## config.mk

```make
export PLATFORM = sky130hd
export DESIGN_NAME = inc_add16_unit
export DESIGN_NICKNAME = d
export VERILOG_FILES = /design/src/rtl/inc_add16_pkg.sv /design/src/rtl/inc_add16_unit_ha_cell.sv /design/src/rtl/inc_add16_unit.sv
export SDC_FILE = /design/constraint.sdc
export NUM_CORES = 1
export LEC_CHECK = 0
export ABC_AREA = 1
export CORE_UTILIZATION = 35
export CTS_BUF_LIST = sky130_fd_sc_hd__clkbuf_4 sky130_fd_sc_hd__clkbuf_8
export CTS_CLUSTER_SIZE = 16
export DETAILED_ROUTE_END_ITERATION = 12
export SLEW_MARGIN = 0
export SYNTH_ARGS = -nofsm -noshare
export SYNTH_HDL_FRONTEND = slang
export SYNTH_HIERARCHICAL = 1
export SYNTH_SLANG_ARGS = --single-unit
```

## constraint.sdc

```tcl
create_clock -name clk -period 0.8 [get_ports clk]
set_input_delay 0.12 -clock clk [delete_from_list [all_inputs] [get_ports clk]]
set_output_delay 0.12 -clock clk [all_outputs]
set_load 0.02 [all_outputs]
```

## src/rtl/inc_add16_pkg.sv

```systemverilog
// Shared constants and op-mode encoding for the 16-bit increment/add unit.
package inc_add16_pkg;

  localparam int WIDTH_DEF = 16;

  typedef enum logic {
    OP_ADD = 1'b0,
    OP_INC = 1'b1
  } op_mode_e;

endpackage : inc_add16_pkg

```

## src/rtl/inc_add16_unit_ha_cell.sv

```systemverilog
// Gate-level half-adder cell; the only arithmetic primitive of the datapath.
module ha_cell (
  input  logic x,
  input  logic y,
  output logic s,
  output logic c
);

  assign s = x ^ y;
  assign c = x & y;

endmodule : ha_cell

```

## src/rtl/inc_add16_unit.sv

```systemverilog
// Registered WIDTH-bit incrementer / adder built from half-adder cells, 1-cycle latency.
// Optional macro INC_ADD16_OVF_EN adds a registered signed-overflow output ovf.
module inc_add16_unit
  import inc_add16_pkg::*;
#(
  parameter int WIDTH = WIDTH_DEF
) (
  input  logic             clk,
  input  logic             rst_n,
  input  logic             in_valid,
  input  logic             op_inc,
  input  logic [WIDTH-1:0] a,
  input  logic [WIDTH-1:0] b,
  input  logic             cin,
  output logic             out_valid,
  output logic [WIDTH-1:0] sum,
`ifdef INC_ADD16_OVF_EN
  output logic             ovf,
`endif
  output logic             cout
);

  op_mode_e         op_mode;
  logic [WIDTH-1:0] inc_r;
  logic             inc_c_msb;
  logic             inc_cout;
  logic [WIDTH-1:0] add_s;
  logic             add_c_msb;
  logic             add_cout;

  logic [WIDTH-1:0] res_p0;
  logic             cout_p0;
  logic [WIDTH-1:0] sum_p1;
  logic             cout_p1;
  logic             vld_p1;

  assign op_mode = op_mode_e'(op_inc);

  // Stage p0: increment chain. Bit 0 is a plain inverter whose carry is a[0].
  assign inc_r[0] = ~a[0];

  for (genvar i = 1; i <= WIDTH - 2; i++) begin : g_inc
    logic ci;
    logic c;
    if (i == 1) begin : g_first
      assign ci = a[0];
    end else begin : g_next
      assign ci = g_inc[i-1].c;
    end
    ha_cell u_ha (.x(a[i]), .y(ci), .s(inc_r[i]), .c(c));
  end

  if (WIDTH == 2) begin : g_inc_short
    assign inc_c_msb = a[0];
  end else begin : g_inc_long
    assign inc_c_msb = g_inc[WIDTH-2].c;
  end

  assign inc_r[WIDTH-1] = a[WIDTH-1] ^ inc_c_msb;
  assign inc_cout       = a[WIDTH-1] & inc_c_msb;

  // Full-adder ripple: two half adders per bit, carries ORed.
  for (genvar i = 0; i < WIDTH; i++) begin : g_fa
    logic ci;
    logic hs;
    logic hc0;
    logic hc1;
    logic co;
    if (i == 0) begin : g_lsb
      assign ci = cin;
    end else begin : g_upper
      assign ci = g_fa[i-1].co;
    end
    ha_cell u_ha0 (.x(a[i]), .y(b[i]), .s(hs), .c(hc0));
    ha_cell u_ha1 (.x(hs), .y(ci), .s(add_s[i]), .c(hc1));
    assign co = hc0 | hc1;
  end

  assign add_c_msb = g_fa[WIDTH-1].ci;
  assign add_cout  = g_fa[WIDTH-1].co;

  always_comb begin
    res_p0  = add_s;
    cout_p0 = add_cout;
    if (op_mode == OP_INC) begin
      res_p0  = inc_r;
      cout_p0 = inc_cout;
    end
  end

`ifdef INC_ADD16_OVF_EN
  logic ovf_p0;
  logic ovf_p1;

  // Signed overflow is carry into the MSB differing from carry out of it.
  always_comb begin
    ovf_p0 = add_c_msb ^ add_cout;
    if (op_mode == OP_INC) begin
      ovf_p0 = inc_c_msb ^ inc_cout;
    end
  end

  always_ff @(posedge clk or negedge rst_n) begin
    if (!rst_n) begin
      ovf_p1 <= 1'b0;
    end else if (in_valid) begin
      ovf_p1 <= ovf_p0;
    end
  end

  assign ovf = ovf_p1;
`else
  logic unused_msb_carry;
  assign unused_msb_carry = add_c_msb;
`endif

  // Stage p1: result register; data holds whenever no new operation arrives.
  always_ff @(posedge clk or negedge rst_n) begin
    if (!rst_n) begin
      vld_p1  <= 1'b0;
      sum_p1  <= '0;
      cout_p1 <= 1'b0;
    end else begin
      vld_p1 <= in_valid;
      if (in_valid) begin
        sum_p1  <= res_p0;
        cout_p1 <= cout_p0;
      end
    end
  end

  assign out_valid = vld_p1;
  assign sum       = sum_p1;
  assign cout      = cout_p1;

endmodule : inc_add16_unit

```

==> results list, run 1 <==
- Once detailed placement completed, the half-perimeter wirelength came to roughly 3200 µm.
- Relative to the synthesized area, the layout overhead comes to 70.7%.
- The smallest clock period supported by the final layout is computed as 6.40 ns.
- Count of yosys warnings during synthesis: 6
- Dividing the synthesized area by the synthesized cell count gives 8.51 µm².
- STA classifies the critical path endpoint as a flop.
* Largest incremental delay on the critical path: roughly 0.26 ns
- Io pins: 55
- The compound-gate portion of the synthesized area was 0.00619.
* Number of setup violations in the final report: 34
- For the pin with the worst max-slew slack, the measured transition is ~0.22 ns.
- Number of DRC violations after detailed routing: 0
* Cell count after synthesis: 190
- The first global-routing pass estimated between 6000 and 7000 µm of wire.
- Top cell by count, worst path: ha_4
- Max-cap violations in this run came to 0.
- Minimum hold slack: approximately 0.21 ns
- Share of layout cells above drive strength 1: 0.385
- In the routed layout, each cell is associated on average with a via count of 4.54.
- Clock tree from TritonCTS: yes
- The via count of the first global-routing pass was between 1500 and 2000.
- Pre-CTS setup slack: -6.31 ns
- In this run the power density over the cells is about 1300 mW/mm².
* Buffer type at the clock tree root: clkbuf_8
- IR drop worst, VDD: 784 µV
* Number of slew-limit violations in the final report: 0
* Filler cell count: ~360
- In this run the number of H-tree levels came out at 1.
- Measured along the y axis, the die boundary spans 70.0 µm.
- Number of hold buffers added after CTS: 0
* Violations in the final reports: setup timing
- Hold/Removal Path Class: in2async
* Gr usage total: 0.175
- Setup repair after global routing could not meet its margin everywhere.
* Seq/Total Area, Yosys: 0.278
* Simple-gate portion of the synthesized area: 0.302
- Entering global routing, the biggest net connects 19 pins.
- Data required time of the worst path: 0.99 ns
* Synthesized net count: approximately 270
- The analysis attributes to cell leakage a power of 1.42 nW.
- After detailed routing, the average wire length per cell comes to 12.1 µm.
- Clock-pin slew was measured on the worst setup and hold paths at 0.07 ns.
* Horizontal die dimension: 70.0 µm
- The first TritonRoute pass finished after 4 iterations.
* Number of clock sinks: 18
- Type of the worst setup path: in2reg
- #FFs+latches synth: 18
- Count of nets after finishing: around 360
- Post-synth cell types: 15
- Effective utilization at floorplan: 0.369
- Die area: 0.00490 mm²
- Of the total synthesized cell area, the portion taken by XOR and XNOR cells is 0.
- Based on the critical path, the design can be clocked at up to 156 MHz.
* Routability cong.: approximately 0.77
- Kind of start point of the critical path: input pin
- Dominant combinational cell family by area after synthesis: adder cells
- Clock latency on the worst-skew pair: approximately 0.25 ns
- Count of final hold-check violations: 0
* Diode insertion count for antenna repair: 0
* Post-route setup TNS: -51.38 ns
- Antenna Nets Post-Route: 0
* Standard cell with the maximum stage delay on the critical path: ha_4
- At the worst endpoint, the arrival time is 6.60 ns.
* Port Buf Inserts: 54
- Of the total synthesized cell area, the portion taken by full adders, half adders and majority gates is 0.363.
* Std-Cell Core Area: about 0.0044 mm²
* Maximum buffer depth of the clock tree: 2
- The count of cells in the finished layout, fillers not included, comes to 325.
- Across all layers, the routed design uses 1474 vias.
- Crit-path max FO: 2
- Worst relative slew slack: 0.851
- In this run, the number of DRC markers left after iteration 0 of detailed routing was 53.
- After detailed placement, the design holds a cell count of 315.
* Post-Syn Area: 0.00162 mm²
- Antenna violations before repair: 0
- Crit share post-route: 8.01
* Clock Skews: 0 ns
- Buffers inserted during clock tree synthesis total 3.
* Routed wire length: between 3000 and 4000 µm
* Post-layout worst setup margin: -5.60 ns
* Global route overflow: 0
* Run status: finished, violations left
* Cell Rows: 24
* Post-synthesis mux area share: 0
[where the power goes]
group	switching, W	internal, W
clock	0.000308	0.000437
sequential	0.0000918	0.00104
combinational	0.000780	0.00102
[cell families (layout without fill, tap and decap cells)]
family                     Yosys count  after routing
adders and majority gates           47             47
buffers and inverters                9             92
and+or+nand+nor                    114            114
AOI/OAI and AO/OA                    2              2
DFF                                 18             18
[final cells by class]
class | instances | area, µm² | share of cell area
Multi-Input combinational cell | 163 | 1360 | 0.494
Timing Repair Buffer | 85 | 808 | 0.293
Sequential cell | 18 | 450 | 0.163
Tap cell | 52 | 65.1 | 0.0236
Clock buffer | 4 | 55.1 | 0.0199
Inverter | 3 | 18.8 | 0.00680
[routing by layer]
layer	wire (µm)	GRT usage	up-vias
li1	-	-	779
met1	1700	0.200	663
met2	2040	0.323	28
met3	149	0.0274	4
met4	55	0.0667	0
met5	0	0	-
[repair_timing]
| item | in CTS | in global routing |
|---|---|---|
| buffers inserted | 5 | 1 |
| pin swaps | 5 | 2 |
| endpoints found under the setup margin | 35 | 34 |
| gates resized for setup | 126 | 6 |
[critical path: cells and delay by family]
kind,cells,cell delay [ns]
adder cells (fa/ha/maj),17,2.73
buffers and inverters,1,0.10
AND/OR/NAND/NOR,19,3.66
[stage by stage]
stage / total power [W] / area, µm² / utilization
5_1_grt: 0.00396 / 2760 / 0.630
2_1_floorplan: 0.00208 / 1870 / -
3_3_place_gp: 0.00277 / 2610 / 0.596
6_report: 0.00368 / 2760 / 0.630
4_1_cts: 0.00371 / 2740 / 0.624
3_5_place_dp: 0.00284 / 2610 / 0.596
[layout by cell type, fill, tap and decap left out]
| cell | count |
|---|---|
| inv_4 | 1 |
| nor2_1 | 1 |
| buf_4 | 30 |
| buf_6 | 19 |
| inv_1 | 1 |
| clkbuf_8 | 4 |
| dlygate4sd2_1 | 5 |
| a21oi_1 | 1 |
| buf_12 | 1 |
| nand2_1 | 83 |
| ha_1 | 29 |
| or2_4 | 15 |
| dfrtp_1 | 18 |
| nand2_2 | 14 |
| buf_8 | 1 |
| inv_6 | 1 |
| clkdlybuf4s50_1 | 29 |
| o21ai_1 | 1 |
| nor2_2 | 1 |
| ha_4 | 18 |
[synthesized netlist by cell type]
library cell	number	area, µm²
inv_1	1	3.75
buf_6	2	22.5
nand2_2	9	56.3
nand2_1	88	330
a21oi_1	1	5.00
dfrtp_1	18	450
nor2_1	2	7.51
buf_4	2	15.0
inv_4	1	6.26
or2_2	15	93.8
inv_6	1	8.76
buf_2	1	5.00
o21ai_1	1	5.00
ha_1	47	588
buf_12	1	20.0
[worst paths after layout]
path                              start      end  slack (ns)  cells past startpoint
worst max-delay path               a[0]  sum[15]       -5.60                     37
worst min-delay path              rst_n  sum[11]        0.21                      2
worst max register to register  sum[14]  sum[14]       -0.05                      4
worst min register to register   sum[5]   sum[5]        0.51                      2
max in group asynchronous         rst_n  sum[14]        0.46                      2
min in group clk                   a[0]   sum[0]        0.22                      5
[registers in the layout (all words and copies together) (netlist names)]
register / flops
cout: 1
sum: 16
out_valid: 1
(Power assumes the default switching activity.)
==> inputs of run 2 (changes only) <==
--- a/config.mk
+++ b/config.mk
@@ -10,6 +10,7 @@
 export CTS_BUF_LIST = sky130_fd_sc_hd__clkbuf_4 sky130_fd_sc_hd__clkbuf_8
 export CTS_CLUSTER_SIZE = 16
 export DETAILED_ROUTE_END_ITERATION = 12
+export RECOVER_POWER = 25
 export SLEW_MARGIN = 0
 export SYNTH_ARGS = -nofsm -noshare
 export SYNTH_HDL_FRONTEND = slang
==> constraint.sdc (replaced) <==
create_clock -name clk -period 6.38 [get_ports clk]
set_input_delay 0.957 -clock clk [delete_from_list [all_inputs] [get_ports clk]]
set_output_delay 0.957 -clock clk [all_outputs]
set_load 0.02 [all_outputs]
==> run 2 against run 1 <==
The run still ends with setup timing left. Clock power shrank 90%. Final area shrank 9.3%. Critical endpoint unchanged. Sequential cell count is the same. Utilization fell by 5.9 points. Sequential power shrank 88%. Critical path type unchanged. Worst hold slack better by 0.28 ns.
==> results list, run 2 (same netlist as run 1, synthesis figures left out) <==
- Crit share post-route: 1.14
- The final worst setup slack came to -0.905 ns (+4.70 ns).
* Clock Skews: 0 ns (unchanged)
* Filler cell count: 388 (+6.9%)
- The vertical extent of the die was 70.0 µm (unchanged).
* Area occupied by registers: 450 µm² (unchanged)
- The first-pass iteration count of the detailed router is 4 (unchanged).
* Violations in the final reports: setup timing
* Clock tree from TritonCTS: yes
* Largest net degree at the start of global routing: 20 (+1)
- The routed via count is 1389 (-5.8%).
- Final HPWL DP: 3050 µm (-5.3%)
- Worst relative slew slack: 0.406 (-0.445)
- Std-Cell Core Area: 0.00438 mm² (unchanged)
* Hold/Removal Path Class: reg2reg
- The number of buffers created by CTS was 3 (unchanged).
- Die area: 0.00490 mm² (unchanged)
- RSZ-0062 raised after global routing: yes
- The slowest stage of the critical path belongs to the cell ha_4.
- The total power density per cell area was 166 mW/mm² (-88%).
- The fraction of layout cells with a size suffix above 1 was 0.228 (-0.157).
- Buffers & Inverters on Critical Path: 1 (unchanged)
* Top cell by count, worst path: ha_4
- Minimum hold slack: 0.485 ns (+0.278 ns)
- Diode insertion count for antenna repair: 0 (unchanged)
- Data required time of the worst path: 6.57 ns (+5.58 ns)
- The starting density of the core was 0.369 (unchanged).
* Pre-CTS setup slack: -1.60 ns (+4.71 ns)
- The run finished, with violations left.
- The DRC marker count from the first detailed-route iteration is 21 (-60%).
- Clock latency on the worst-skew pair: 0.24 ns (about the same)
- The static leakage came to 1.23 nW (-13%).
- Count of final hold-check violations: 0 (unchanged)
- The number of ports placed on the die boundary was 55 (unchanged).
* Routed wire length: 3800 µm (-3.6%)
- Post-layout minimum cycle time: 7.29 ns
- Highest attainable clock frequency: 137 MHz
- The initial antenna violation count came to 0 (unchanged).
- The reported max-cap violation count came to 0 (unchanged).
- Type of the worst setup path: in2reg
- Vias in the first global route: 1530 (-1.4%)
* Clock-pin slew of the registers on the worst-case setup and hold paths: 0.06 ns (about the same)
- Number of setup violations in the final report: 4 (-88%)
- Cell type group with the largest total delay on the critical path: simple AND/OR/NAND/NOR gates
- The total overflow reported by the global router is 0 (unchanged).
- Crit-path max FO: 2 (unchanged)
* Port Buf Inserts: 54 (unchanged)
* Gr usage total: 0.166 (-0.00828)
* Number of DRC violations after detailed routing: 0 (unchanged)
* Buffer type at the clock tree root: clkbuf_8
* Footprint of the multi-input gates: 0.00135 mm² (-0.73%)
* IR drop worst, VDD: 122 µV (-84%)
* Post-synthesis to final-layout area growth: 54.8%
- The arrival time reported for the critical path endpoint is 7.47 ns (+0.87 ns).
- The mean routed wirelength per cell is 12.8 µm (+5.1%).
* Number of clock sinks: 18 (unchanged)
* Via-per-instance ratio: 4.66 (+2.8%)
* Critical Path Sink Type: flop
* Cell Rows: 24 (unchanged)
- Count of nets after finishing: 332 (-7.3%)
- Largest incremental delay on the critical path: 0.27 ns (about the same)
- The final weighted congestion in routability-driven placement is 0.778 (+1.5%).
- Kind of start point of the critical path: input pin
* Horizontal die dimension: 70.0 µm (unchanged)
- Maximum buffer depth of the clock tree: 2 (unchanged)
- Slew @ Worst Pin: 0.888 ns (+0.665 ns)
- The library cells used most frequently in the layout, excluding fill and tap cells, are 87 x nand2_1, 48 x clkdlybuf4s50_1, 29 x ha_1, 18 x dfrtp_1, 18 x ha_4.
* Most frequent standard cell in the layout excluding fill and tap cells: nand2_1
- Largest register FFs: 16 (unchanged)
- The residual antenna-violating net count after detailed routing is 0 (unchanged).
* Number of slew-limit violations in the final report: 0 (unchanged)
- The global-route wire length before repair is 6550 µm (-2.8%).
- The post-CTS setup buffer count was 0 (-5).
* Clock H-tree levels: 1 (unchanged)
==> run 2: cell types whose count changed in the layout (fill, tap and decap cells not counted), sizes merged <==
cell,delta
buf,-44
clkdlybuf4s50,+19
dlygate4sd2,-2
clkbuf,-1
dlygate4sd3,+1
==> run 2: worst register-to-register path, delay by kind of cell, from the launching register on <==
| family | cells | cell delay (ns) |
|---|---|---|
| flip-flops | 1 | 0.40 |
| AND/OR/NAND/NOR | 2 | 0.14 |
==> run 2: final timing paths <==
check	from	endpoint	slack (ns)	cells past startpoint
worst max-delay path	a[0]	sum[15]	-0.91	37
worst max register to register	sum[7]	sum[7]	5.73	2
worst min-delay path	sum[11]	sum[11]	0.49	2
min in group asynchronous	rst_n	sum[8]	1.28	1
max in group asynchronous	rst_n	sum[13]	4.56	1
worst min register to register	sum[11]	sum[11]	0.49	2
==> run 2: where the power goes <==
group / switching [W] / internal [W] / leakage, nW / total [W]
Sequential: 0.00000962 / 0.000130 / 0.222 / 0.000140
Combinational: 0.0000927 / 0.000108 / 0.987 / 0.000200
Clock: 0.0000343 / 0.0000418 / 0.0216 / 0.0000762
Total: 0.000137 / 0.000279 / 1.23 / 0.000416
==> run 2: final cells by class <==
cell class | instances | share of cell area
Multi-Input combinational cell | 163 | 0.541
Timing Repair Buffer | 59 | 0.229
Sequential cell | 18 | 0.180
Tap cell | 52 | 0.0260
Clock buffer | 3 | 0.0165
Inverter | 3 | 0.00750
==> run 2: through the flow <==
stage / instances / power, W / TNS [ns] / util / instance area (µm²)
final: 298 / 0.000416 / -2.46 / 0.571 / 2500
after global routing: 298 / 0.000452 / -3.19 / 0.571 / 2500
after CTS: 298 / 0.000422 / -2.68 / 0.569 / 2490
after detailed placement: 295 / 0.000344 / -5.81 / 0.559 / 2450
after global placement: 295 / 0.000335 / -5.34 / 0.559 / 2450
after floorplan: 190 / 0.000261 / -2.26 / - / 1870
==> run 2: timing repair <==
action / 4_1_cts / 5_1_grt
endpoints found under the hold margin: 0 / 0
hold buffers: 0 / 0
pin swaps: 5 / 4
resized for setup: 14 / 3
endpoints found under the setup margin: 5 / 5
==> run 2: metal layers <==
| metal | vias to the layer above | share of wire | GRT usage |
|---|---|---|---|
| met1 | 634 | 0.43 | 0.194 |
| li1 | 725 | - | - |
| met5 | - | 0 | 0 |
| met4 | 0 | 0.0074 | 0.0400 |
| met3 | 2 | 0.038 | 0.0202 |
| met2 | 28 | 0.52 | 0.319 |
